==> config.mk <==
export PLATFORM = sky130hd
export DESIGN_NAME = hex_overlay_flat
export DESIGN_NICKNAME = d
export VERILOG_FILES = /design/src/rtl/hex_overlay_pkg.sv /design/src/rtl/hex_overlay_if.sv /design/src/rtl/fontGen.sv /design/src/rtl/hex_overlay.sv /design/src/flat_wrapper.sv
export SDC_FILE = /design/constraint.sdc
export NUM_CORES = 1
export LEC_CHECK = 0
export BUFFER_PORTS_ARGS = -buffer_cell sky130_fd_sc_hd__buf_2
export CORE_AREA = 10 10 127 83
export DETAILED_ROUTE_END_ITERATION = 7
export DIE_AREA = 0 0 137 93
export SYNTH_ARGS = -nofsm -noshare
export SYNTH_HDL_FRONTEND = slang
export SYNTH_SLANG_ARGS = --single-unit
==> constraint.sdc <==
create_clock -name clk -period 4.4 [get_ports clk]
set_input_delay 0.88 -clock clk [delete_from_list [all_inputs] [get_ports clk]]
set_output_delay 0.88 -clock clk [all_outputs]
set_load 0.01 [all_outputs]
==> src/rtl/hex_overlay_pkg.sv <==
// hex_overlay_pkg
// Shared constants, types and helpers for the hex value overlay.
//   GLYPH_W / GLYPH_H : glyph cell size in pixels
//   CNT_W             : width of the pixel and line position counters
package hex_overlay_pkg;

  localparam int GLYPH_W = 8;
  localparam int GLYPH_H = 8;
  localparam int CNT_W   = 10;

  typedef logic [CNT_W-1:0]   cnt_t;
  typedef logic [GLYPH_W-1:0] glyph_row_t;

  localparam cnt_t CNT_MAX = '1;

  // Background row: every pixel at 1 (no ink).
  localparam glyph_row_t ROW_BLANK = '1;

  // Saturating position counter increment.
  function automatic cnt_t sat_inc(input cnt_t c);
    return (c == CNT_MAX) ? c : c + cnt_t'(1);
  endfunction

  // Nibble shown in cell d; cell 0 carries the most significant nibble.
  function automatic logic [3:0] digit_nibble(input logic [31:0] val, input logic [2:0] d);
    return 4'(val >> (5'd28 - {d, 2'b00}));
  endfunction

endpackage

==> src/rtl/hex_overlay_if.sv <==
// hex_overlay_if
// Video timing strobes, the word to display and the overlay result.
//   master : video timing source (drives strobes/value/enable, reads overlay)
//   slave  : the overlay block
interface hex_overlay_if;

  logic        pix_en;
  logic        line_start;
  logic        frame_start;
  logic [31:0] value;
  logic        enable;
  logic        ovl_active;
  logic        ovl_pixel;

  modport master (
    output pix_en, line_start, frame_start, value, enable,
    input  ovl_active, ovl_pixel
  );

  modport slave (
    input  pix_en, line_start, frame_start, value, enable,
    output ovl_active, ovl_pixel
  );

endinterface

==> src/rtl/fontGen.sv <==
// fontGen
// Glyph ROM for the hex digits 0-F. Characters 0..15 are the hex digits,
// every other code is blank. Row 0 is the top row; bit 7 is the leftmost
// pixel. Output polarity: 0 = ink, 1 = background.
//   chr     : character code
//   row     : glyph row (0 = top)
//   dataOut : glyph row pixels
module fontGen
  import hex_overlay_pkg::*;
(
  input  logic [5:0]         chr,
  input  logic [2:0]         row,
  output logic [GLYPH_W-1:0] dataOut
);

  // Ink-positive patterns, top row in the most significant byte.
  logic [63:0] bits;

  always_comb begin
    bits = '0;
    if (chr[5:4] == 2'b00) begin
      case (chr[3:0])
        4'h0:    bits = 64'h003C666E76663C00;
        4'h1:    bits = 64'h0018381818187E00;
        4'h2:    bits = 64'h003C660C18307E00;
        4'h3:    bits = 64'h003C661C06663C00;
        4'h4:    bits = 64'h000C1C2C4C7E0C00;
        4'h5:    bits = 64'h007E607C06663C00;
        4'h6:    bits = 64'h003C607C66663C00;
        4'h7:    bits = 64'h007E060C18303000;
        4'h8:    bits = 64'h003C663C66663C00;
        4'h9:    bits = 64'h003C663E060C3800;
        4'hA:    bits = 64'h00183C667E666600;
        4'hB:    bits = 64'h007C667C66667C00;
        4'hC:    bits = 64'h003C666060663C00;
        4'hD:    bits = 64'h00786C66666C7800;
        4'hE:    bits = 64'h007E607C60607E00;
        4'hF:    bits = 64'h007E607C60606000;
        default: bits = '0;
      endcase
    end
  end

  // Row r sits at bit offset 8*(7-r); ~row is 7-row for a 3-bit row.
  assign dataOut = ~bits[{~row, 3'b000} +: 8];

endmodule

==> src/rtl/hex_overlay.sv <==
// hex_overlay
// Draws a DIGITS-wide hexadecimal rendering of a 32-bit word into a video
// stream as a 1-bit glyph overlay. The word and the on/off control are
// captured once per frame so the picture never tears mid-frame.
//   clk    : system clock
//   reset  : synchronous, active-high reset
//   bus    : slave side of hex_overlay_if
//            pix_en, line_start, frame_start, value, enable (in)
//            ovl_active, ovl_pixel (out, registered, updated per emitted pixel)
module hex_overlay
  import hex_overlay_pkg::*;
#(
  parameter int X0     = 16,
  parameter int Y0     = 16,
  parameter int DIGITS = 8
) (
  input  logic          clk,
  input  logic          reset,
  hex_overlay_if.slave  bus
);

  localparam cnt_t X0_C = cnt_t'(X0);
  localparam cnt_t Y0_C = cnt_t'(Y0);

  // Window bounds kept at 32 bits so large parameters cannot wrap.
  localparam logic [31:0] X_LO = 32'(X0);
  localparam logic [31:0] X_HI = 32'(X0 + GLYPH_W * DIGITS);
  localparam logic [31:0] Y_LO = 32'(Y0);
  localparam logic [31:0] Y_HI = 32'(Y0 + GLYPH_H);

  cnt_t        hcnt_q, hcnt_d;
  cnt_t        vcnt_q, vcnt_d;
  logic [31:0] snap_val_q, snap_val_d;
  logic        snap_en_q, snap_en_d;
  glyph_row_t  shreg_q, shreg_d;
  logic        ovl_active_q, ovl_active_d;
  logic        ovl_pixel_q, ovl_pixel_d;

  logic        emit;
  logic        in_x, in_y, in_win;
  logic        cell_start;
  logic [2:0]  cell_idx;
  logic [2:0]  glyph_row_idx;
  logic [3:0]  nibble;
  glyph_row_t  glyph;

  // A line_start cycle never produces a pixel, so pixel 0 is the first
  // pix_en that follows it.
  assign emit = bus.pix_en & ~bus.line_start;

  // Saturated counters land outside the window whatever X0/Y0/DIGITS are.
  assign in_x = (32'(hcnt_q) >= X_LO) && (32'(hcnt_q) < X_HI) && (hcnt_q != CNT_MAX);
  assign in_y = (32'(vcnt_q) >= Y_LO) && (32'(vcnt_q) < Y_HI) && (vcnt_q != CNT_MAX);
  assign in_win = snap_en_q && in_x && in_y;

  assign cell_idx      = 3'((hcnt_q - X0_C) >> 3);
  assign cell_start    = ((hcnt_q[2:0] - X0_C[2:0]) == 3'd0);
  assign glyph_row_idx = 3'(vcnt_q - Y0_C);
  assign nibble        = digit_nibble(snap_val_q, cell_idx);

  fontGen u_font (
    .chr     ({2'b00, nibble}),
    .row     (glyph_row_idx),
    .dataOut (glyph)
  );

  always_comb begin
    hcnt_d       = hcnt_q;
    vcnt_d       = vcnt_q;
    snap_val_d   = snap_val_q;
    snap_en_d    = snap_en_q;
    shreg_d      = shreg_q;
    ovl_active_d = ovl_active_q;
    ovl_pixel_d  = ovl_pixel_q;

    if (bus.line_start) begin
      hcnt_d = '0;
    end else if (bus.pix_en) begin
      hcnt_d = sat_inc(hcnt_q);
    end

    // frame_start wins over a coincident line_start: that line is line 0.
    if (bus.frame_start) begin
      vcnt_d = '0;
    end else if (bus.line_start) begin
      vcnt_d = sat_inc(vcnt_q);
    end

    if (bus.frame_start) begin
      snap_val_d = bus.value;
      snap_en_d  = bus.enable;
    end

    if (emit) begin
      if (in_win) begin
        ovl_active_d = 1'b1;
        // First pixel of a cell comes straight from the ROM; the rest of
        // the row is shifted out, back-filling with background.
        if (cell_start) begin
          ovl_pixel_d = glyph[GLYPH_W-1];
          shreg_d     = {glyph[GLYPH_W-2:0], 1'b1};
        end else begin
          ovl_pixel_d = shreg_q[GLYPH_W-1];
          shreg_d     = {shreg_q[GLYPH_W-2:0], 1'b1};
        end
      end else begin
        ovl_active_d = 1'b0;
        ovl_pixel_d  = 1'b1;
        shreg_d      = ROW_BLANK;
      end
    end
  end

  always_ff @(posedge clk) begin
    if (reset) begin
      hcnt_q       <= '0;
      vcnt_q       <= CNT_MAX;
      snap_val_q   <= '0;
      snap_en_q    <= 1'b0;
      shreg_q      <= ROW_BLANK;
      ovl_active_q <= 1'b0;
      ovl_pixel_q  <= 1'b1;
    end else begin
      hcnt_q       <= hcnt_d;
      vcnt_q       <= vcnt_d;
      snap_val_q   <= snap_val_d;
      snap_en_q    <= snap_en_d;
      shreg_q      <= shreg_d;
      ovl_active_q <= ovl_active_d;
      ovl_pixel_q  <= ovl_pixel_d;
    end
  end

  assign bus.ovl_active = ovl_active_q;
  assign bus.ovl_pixel  = ovl_pixel_q;

endmodule

==> src/flat_wrapper.sv <==
// flat-port wrapper written by rule: the top's interface ports become plain ports
module hex_overlay_flat import hex_overlay_pkg::*;
#(
  parameter int X0     = 16,
  parameter int Y0     = 16,
  parameter int DIGITS = 8
)
  (clk, reset, bus_pix_en, bus_line_start, bus_frame_start, bus_value, bus_enable, bus_ovl_active, bus_ovl_pixel);
  hex_overlay_if bus_i ();
  input  logic clk;
  input  logic reset;
  input wire logic [$bits(bus_i.pix_en)-1:0] bus_pix_en;
  input wire logic [$bits(bus_i.line_start)-1:0] bus_line_start;
  input wire logic [$bits(bus_i.frame_start)-1:0] bus_frame_start;
  input wire logic [$bits(bus_i.value)-1:0] bus_value;
  input wire logic [$bits(bus_i.enable)-1:0] bus_enable;
  output wire logic [$bits(bus_i.ovl_active)-1:0] bus_ovl_active;
  output wire logic [$bits(bus_i.ovl_pixel)-1:0] bus_ovl_pixel;
  assign bus_i.pix_en = bus_pix_en;
  assign bus_i.line_start = bus_line_start;
  assign bus_i.frame_start = bus_frame_start;
  assign bus_i.value = bus_value;
  assign bus_i.enable = bus_enable;
  assign bus_ovl_active = bus_i.ovl_active;
  assign bus_ovl_pixel = bus_i.ovl_pixel;
  hex_overlay #(.X0(X0), .Y0(Y0), .DIGITS(DIGITS)) u_core (.clk(clk), .reset(reset), .bus(bus_i));
endmodule
==> results.cfg, run 1 <==
[floorplanning]
placementRows = 26
num_io_pins = 40
design.core.area_mm2 = 0.00826
floorplan.initialDensity = 0.436
floorplan_die_area_mm2 = 0.0127
die_y_um = 93
die-width_um = 137

[placed_design]
buffer_ports.inserted = 39
post_dp_cell_area_mm2 = 0.00383
gp_congestion = 0.906
place_worst_setup_slack_ns = 0.685
dp_hpwl_mm = 7.03

[timing]
finalCriticalPeriod_ns = 3.72
post-route-period-util = 0.845
setup_total_negative_slack_ns = 0
setup_violations = 0
final_critical_path_setup_slack_ns = 0.682
grt_setup_unrepaired = false
report.final.hold_viol_count = 0
worst_pin_slew_ns = 1.11
max_slew_margin = 0.259
timing.clock.skew_ns = 0.00832
achievable-frequency_mhz = 269
timing.final.max_slew_violations = 0

[worst_setup_path]
worstSetupStartpointType = flop
endpoint_kind = flop
crit_type = reg -> reg
critPathMaxFanout = 8
worst-endpoint-required_ns = 4.58
crit_arrival_ns = 3.90
worst_setup_path_startpoint = u_core.hcnt_q[4]$_SDFFE_PP0P_
crit-reg2reg-launch = u_core.hcnt_q[4]$_SDFFE_PP0P_

[yosys]
synth.yosys.seq_area_share = 0.339
ys_async_sr_fraction = 0
post_synth_instance_area_mm2 = 0.00360
synth.avg_cell_area_um2 = 8.70
synth_seq_cells = 61
yosys_warnings = 0
postSynthCellCount = 414
synth_cell_type_count = 56
post_synth_edffs = 0
synthesis.nets = 466
ys.flop_type = dfxtp_1

[routing]
wire_per_inst_um = 17.6
route.final.wire_length_mm = 9.76
route.vias.total = 3164
remaining_drc_errors = 0
detail_route.vias_per_cell = 5.69
drtIter0Drc = 316
drtPass1Iterations = 5
route.antenna.remaining_nets = 0

[layout]
final_cell_mix = 72 x nor2_1, 61 x dfxtp_1, 41 x mux2i_1
design.final.nets = 491
area.growth.synth_to_final_pct = 15.3
utilization_of_the_core_after_routing = 0.503
fraction_of_final_layout_cells_with_drive_strength_greater_than_1 = 0.169
antennaDiodeCount = 0
final_design_area_no_fill_mm2 = 0.00416
layout_commonest_cell = nor2_1

[pwr]
max-vdd-ir-drop_mv = 0.218
design_power_total_w = 0.00161
powerDensity_mw_per_mm2 = 387
power.leakage_nw = 1.72

[clock_tree]
cts_sinks = 61
cts_repair_resize_count = 0
cts_inserted_buffers = 9
holdBufCountCts = 0
clk_pin_slew_worst_paths_ns = 0.06
cts_setup_buffers = 0
cts.htree.levels = 3
clk_latency_ns = 0.33
cts_max_path_buffers = 2
clock-root-buffer = clkbuf_16
cts_tree = yes

[outcome]
run_status = complete, no violations

[global_routing]
grt_pass1_vias = 2981
globalRouteTotalUtil = 0.156
grt_antenna_before_repair = 0
grt_pass1_wl_mm = 16.0
grt_start_max_net_pins = 44
total_grt_overflow = 0

[min_path]
holdCritStartpoint = u_core.snap_val_q[29]$_SDFFE_PP0P_
min_path_type = reg -> reg

[run]
cap_violations = 0
==> state kept, by name, indices dropped and copies added, names as in the netlist <==
| register | count |
|---|---|
| u_core.shreg_q | 6 |
| u_core.bus.ovl_pixel | 1 |
| u_core.vcnt_q | 10 |
| u_core.snap_en_q | 1 |
| u_core.bus.ovl_active | 1 |
| u_core.snap_val_q | 32 |
| u_core.hcnt_q | 10 |
==> through the flow <==
| stage | cells | hold slack (ns) |
|---|---|---|
| after global routing | 556 | 0.531 |
| after detailed placement | 540 | 0.485 |
| after global placement | 540 | 0.469 |
| after CTS | 556 | 0.498 |
| final | 556 | 0.492 |
| after floorplan | 414 | 0.451 |
==> cell families (layout without fill, tap and decap cells) <==
| logic type | after synthesis | count (layout) | share of synthesized area |
|---|---|---|---|
| flip-flops | 61 | 61 | 0.339 |
| XOR/XNOR | 18 | 18 | 0.0437 |
| adder cells (fa/ha/maj) | 14 | 14 | 0.0486 |
| buffers and inverters | 38 | 68 | 0.0472 |
| AO/OA/AOI/OAI | 81 | 81 | 0.150 |
| multiplexers | 56 | 56 | 0.190 |
| AND/OR/NAND/NOR | 146 | 146 | 0.182 |
==> path summary, 6_finish.rpt <==
kind / end / slack [ns] / depth (start not counted)
max reg2reg: u_core.shreg_q[7]$_SDFFE_PP1P_ / 0.68 / 11
max: u_core.shreg_q[7]$_SDFFE_PP1P_ / 0.68 / 11
min: u_core.snap_val_q[29]$_SDFFE_PP0P_ / 0.49 / 2
min reg2reg: u_core.snap_val_q[29]$_SDFFE_PP0P_ / 0.49 / 2
==> area by class of cell <==
| type | instances | area (µm²) |
|---|---|---|
| fillers | 802 | 4110 |
| multi-input cells | 315 | 2210 |
| inverters | 10 | 37.5 |
| well taps | 112 | 140 |
| flip-flops and latches | 61 | 1220 |
| clock buffers | 13 | 260 |
| repair buffers | 42 | 218 |
| clock inverters | 3 | 67.6 |
==> cells in the mapped netlist, types with 2 or more instances <==
| cell type | n | share of area |
|---|---|---|
| nor2_1 | 72 | 0.075 |
| dfxtp_1 | 61 | 0.34 |
| mux2i_1 | 41 | 0.11 |
| nand2_1 | 30 | 0.031 |
| o21ai_0 | 25 | 0.035 |
| clkbuf_1 | 18 | 0.019 |
| a21oi_1 | 14 | 0.019 |
| ha_1 | 14 | 0.049 |
| xnor2_1 | 10 | 0.024 |
| nand3_1 | 9 | 0.012 |
| nand4_1 | 9 | 0.016 |
| inv_1 | 8 | 0.0083 |
| mux4_2 | 8 | 0.050 |
| xor2_1 | 8 | 0.019 |
| nor3_1 | 6 | 0.0083 |
| o211ai_1 | 6 | 0.012 |
| mux2_2 | 5 | 0.016 |
| nand2b_1 | 5 | 0.0087 |
| a31oi_1 | 4 | 0.0069 |
| buf_2 | 4 | 0.0056 |
| nor2b_1 | 4 | 0.0069 |
| a32oi_1 | 3 | 0.0073 |
| o2111ai_1 | 3 | 0.0073 |
| o311ai_0 | 3 | 0.0073 |
| o32ai_1 | 3 | 0.0073 |
| a21o_1 | 2 | 0.0042 |
| and3_1 | 2 | 0.0035 |
| buf_1 | 2 | 0.0021 |
| buf_4 | 2 | 0.0042 |
| buf_6 | 2 | 0.0062 |
| nor4bb_1 | 2 | 0.0056 |
| o21bai_1 | 2 | 0.0042 |
| o22ai_1 | 2 | 0.0035 |
| o31a_1 | 2 | 0.0049 |
| or2_2 | 2 | 0.0035 |
==> where the power goes <==
part	switching [W]	internal, W
logic	0.000123	0.0000943
clock network	0.000251	0.000527
registers	0.0000328	0.000580
==> per-layer routing <==
metal	routed length, µm	vias to the layer above	global-route usage	share of wire
met5	0	-	0	0
met4	206	0	0.0542	0.021
met3	718	21	0.0443	0.074
met2	4000	127	0.213	0.41
met1	4840	1480	0.226	0.50
li1	-	1536	-	-
==> worst max-delay path: stages (launching register included) <==
cell and delay, ns:
dfxtp_1 0.43, inv_2 0.16, ha_1 0.59, mux4_2 0.60, mux2i_4 0.30, inv_1 0.21, ha_1 0.30, nand2_1 0.08
a21oi_1 0.08, or3b_2 0.48, a21oi_1 0.21, o221ai_1 0.13
Power figures use the tool's default switching activity.
==> run 2, diff against run 1 <==
--- a/config.mk
+++ b/config.mk
@@ -5,10 +5,12 @@
 export SDC_FILE = /design/constraint.sdc
 export NUM_CORES = 1
 export LEC_CHECK = 0
+export ABC_AREA = 1
 export BUFFER_PORTS_ARGS = -buffer_cell sky130_fd_sc_hd__buf_2
-export CORE_AREA = 10 10 127 83
+export CORE_AREA = 10 10 130 85
 export DETAILED_ROUTE_END_ITERATION = 7
-export DIE_AREA = 0 0 137 93
+export DIE_AREA = 0 0 140 95
+export PLACE_DENSITY = 0.65
 export SYNTH_ARGS = -nofsm -noshare
 export SYNTH_HDL_FRONTEND = slang
 export SYNTH_SLANG_ARGS = --single-unit
==> constraint.sdc (replaced) <==
create_clock -name clk -period 3.12 [get_ports clk]
set_input_delay 0.624 -clock clk [delete_from_list [all_inputs] [get_ports clk]]
set_output_delay 0.624 -clock clk [all_outputs]
set_load 0.01 [all_outputs]
==> results.cfg, run 2 <==
[worst_setup_path]
crit_arrival_ns = 2.94
critPathMaxFanout = 9
worstSetupStartpointType = flop
critical-path-slowest-cell = ha_1
cp_common_cell = nand2_1
crit_type = reg -> reg
slowest_stage_delay_cp_ns = 0.40
endpoint_kind = flop
cell_breakdown_of_the_critical_path = inv_2 > ha_1 > inv_1 > nand2_1 > nand2_2 > inv_1 > ha_1 > inv_1 > nand3_1 > nand2_1 > nor2_1 > nor2_1 > nand2_1 > nand2_1 > nand2_1 > nand2_1 > nand2_1 > nand2_1
worst-endpoint-required_ns = 3.34

[pwr]
p_comb_frac = 0.164
sequentialPowerShare = 0.382
power_switching_w = 0.000597
switching_share = 0.270
powerDensity_mw_per_mm2 = 507
pwr-share-clk = 0.454
p_int_w = 0.00162
power.leakage_nw = 2.04
max-vdd-ir-drop_mv = 0.263

[layout]
antennaDiodeCount = 0
final_cell_mix = 163 x nand2_1, 68 x nand3_1, 65 x inv_1
largest_register_ffs = 32
layout_commonest_cell = nand2_1
registers.top_by_ff_count = u_core.snap_val_q
area.growth.synth_to_final_pct = 14.1
fraction_of_final_layout_cells_with_drive_strength_greater_than_1 = 0.139
design.final.nets = 684
final_design_area_no_fill_mm2 = 0.00436
reg.largest.list = u_core.snap_val_q: 32 flops, u_core.hcnt_q: 10 flops, u_core.vcnt_q: 10 flops

[timing]
setup_total_negative_slack_ns = 0
setup_violations = 0
grt_setup_unrepaired = false
worst_pin_slew_ns = 0.560
post-route-period-util = 0.872
max_slew_margin = 0.625
timing.final.max_slew_violations = 0
achievable-frequency_mhz = 368
timing.clock.skew_ns = 0.00533
report.final.hold_viol_count = 0
finalCriticalPeriod_ns = 2.72

[placed_design]
dp_hpwl_mm = 8.14
post_dp_cell_area_mm2 = 0.00406
buffer_ports.inserted = 39
gp_congestion = 1.01

[routing]
detail_route.vias_per_cell = 5.29
route.final.wire_length_mm = 10.9
drtPass1Iterations = 6
route.vias.total = 3974
wire_per_inst_um = 14.6
drtIter0Drc = 285
route.antenna.remaining_nets = 0
remaining_drc_errors = 0

[floorplanning]
placementRows = 27
die_y_um = 95
die-width_um = 140
design.core.area_mm2 = 0.00878
num_io_pins = 40
floorplan.initialDensity = 0.435
floorplan_die_area_mm2 = 0.0133

[clock_tree]
cts_inserted_buffers = 9
clk_pin_slew_worst_paths_ns = 0.05
cts.htree.levels = 3
holdBufCountCts = 0
cts_repair_resize_count = 0
cts_max_path_buffers = 2
clk_latency_ns = 0.33
clock-root-buffer = clkbuf_16
cts_tree = yes
cts_setup_buffers = 0
cts_sinks = 61

[yosys]
synth_seq_cells = 61
postSynthCellCount = 600
ys_async_sr_fraction = 0
synthesis.nets = 652
synth.yosys.seq_area_share = 0.320
synth.avg_cell_area_um2 = 6.37
ys.flop_type = dfxtp_1
post_synth_edffs = 0
synth_most_common_cell = nand2_1
yosys_warnings = 0
netlist_top_cells_count = 163 x nand2_1, 68 x nand3_1, 65 x inv_1, 61 x dfxtp_1, 51 x o21ai_0
synth_top_cells_by_area = dfxtp_1 32%, nand2_1 16%, nand3_1 8.9%, o21ai_0 6.7%, inv_1 6.4%
synth_area_leader_cell = dfxtp_1
synth_cell_type_count = 31
post_synth_instance_area_mm2 = 0.00382
netlist.area_leader.share = 0.320

[outcome]
run_status = complete, no violations

[run]
cap_violations = 0

[global_routing]
grt_pass1_wl_mm = 17.9
total_grt_overflow = 0
grt_start_max_net_pins = 45
grt_pass1_vias = 3628
globalRouteTotalUtil = 0.163
grt_antenna_before_repair = 0

[min_path]
min_path_type = reg -> reg
[run 2: cell count changes after synthesis, moves of 9 or more]
cell / previous run / this run
a21oi_1: 14 / 45
inv_1: 8 / 65
mux2i_1: 41 / 0
nand2_1: 30 / 163
nand2_2: 0 / 9
nand3_1: 9 / 68
nor2_1: 72 / 47
o21ai_0: 25 / 51
xnor2_1: 10 / 0
[run 2: per-layer routing]
layer	wire [µm]	global-route usage	share of wire
met2	4500	0.243	0.41
met4	179	0.0565	0.016
met1	5460	0.226	0.50
met5	0	0	0
met3	799	0.0401	0.073
[run 2: area by class of cell]
cell class	instances	area, µm²
Multi-Input combinational cell	442	2170
Sequential cell	61	1220
Timing Repair Buffer	46	248
Fill cell	910	4420
Inverter	72	270
Clock inverter	1	30.0
Clock buffer	13	270
Tap cell	116	145
[run 2: path summary, 6_finish.rpt]
kind	startpoint	to	slack (ns)	cells past startpoint
min reg2reg	u_core.snap_val_q[9]$_SDFFE_PP0P_	u_core.snap_val_q[9]$_SDFFE_PP0P_	0.46	2
min	u_core.snap_val_q[9]$_SDFFE_PP0P_	u_core.snap_val_q[9]$_SDFFE_PP0P_	0.46	2
max reg2reg	u_core.hcnt_q[4]$_SDFFE_PP0P_	u_core.shreg_q[2]$_SDFFE_PP1P_	0.40	18
max	u_core.hcnt_q[4]$_SDFFE_PP0P_	u_core.shreg_q[2]$_SDFFE_PP1P_	0.40	18
[run 2: power groups by stage]
stage	sequential, W	combinational [W]	clock, W
6_report	0.000845	0.000363	0.00100
5_1_grt	0.000849	0.000408	0.00107
4_1_cts	0.000844	0.000356	0.00103
3_5_place_dp	0.000860	0.000353	0
3_3_place_gp	0.000859	0.000356	0
2_1_floorplan	0.000853	0.000260	0
[run 2: per-stage QoR]
| step | hold slack [ns] | utilization | std cells | power, W | worst slack, ns |
|---|---|---|---|---|---|
| 6_report | 0.457 | 0.496 | 751 | 0.00221 | 0.399 |
| 5_1_grt | 0.482 | 0.496 | 751 | 0.00233 | 0.171 |
| 4_1_cts | 0.461 | 0.496 | 751 | 0.00223 | 0.446 |
| 3_5_place_dp | 0.452 | 0.462 | 737 | 0.00121 | 0.487 |
| 3_3_place_gp | 0.445 | 0.462 | 737 | 0.00121 | 0.510 |
| 2_1_floorplan | 0.434 | - | 600 | 0.00111 | 0.774 |
[run 2: logic make-up (layout without fill, tap and decap cells)]
group           count (synthesis)  count (layout)  share of synthesized area
compound gates                115             115                      0.159
xor+xnor                        1               1                    0.00229
fa+ha+maj                      14              14                     0.0458
buf+inv                        97             132                      0.111
flops                          61              61                      0.320
simple gates                  312             312                      0.362
[run 2: critical path: cells and delay by family (launching register included)]
family	cells	cell delay, ns
adders and majority gates	2	0.79
buffers and inverters	4	0.53
DFF	1	0.33
and+or+nand+nor	12	0.95
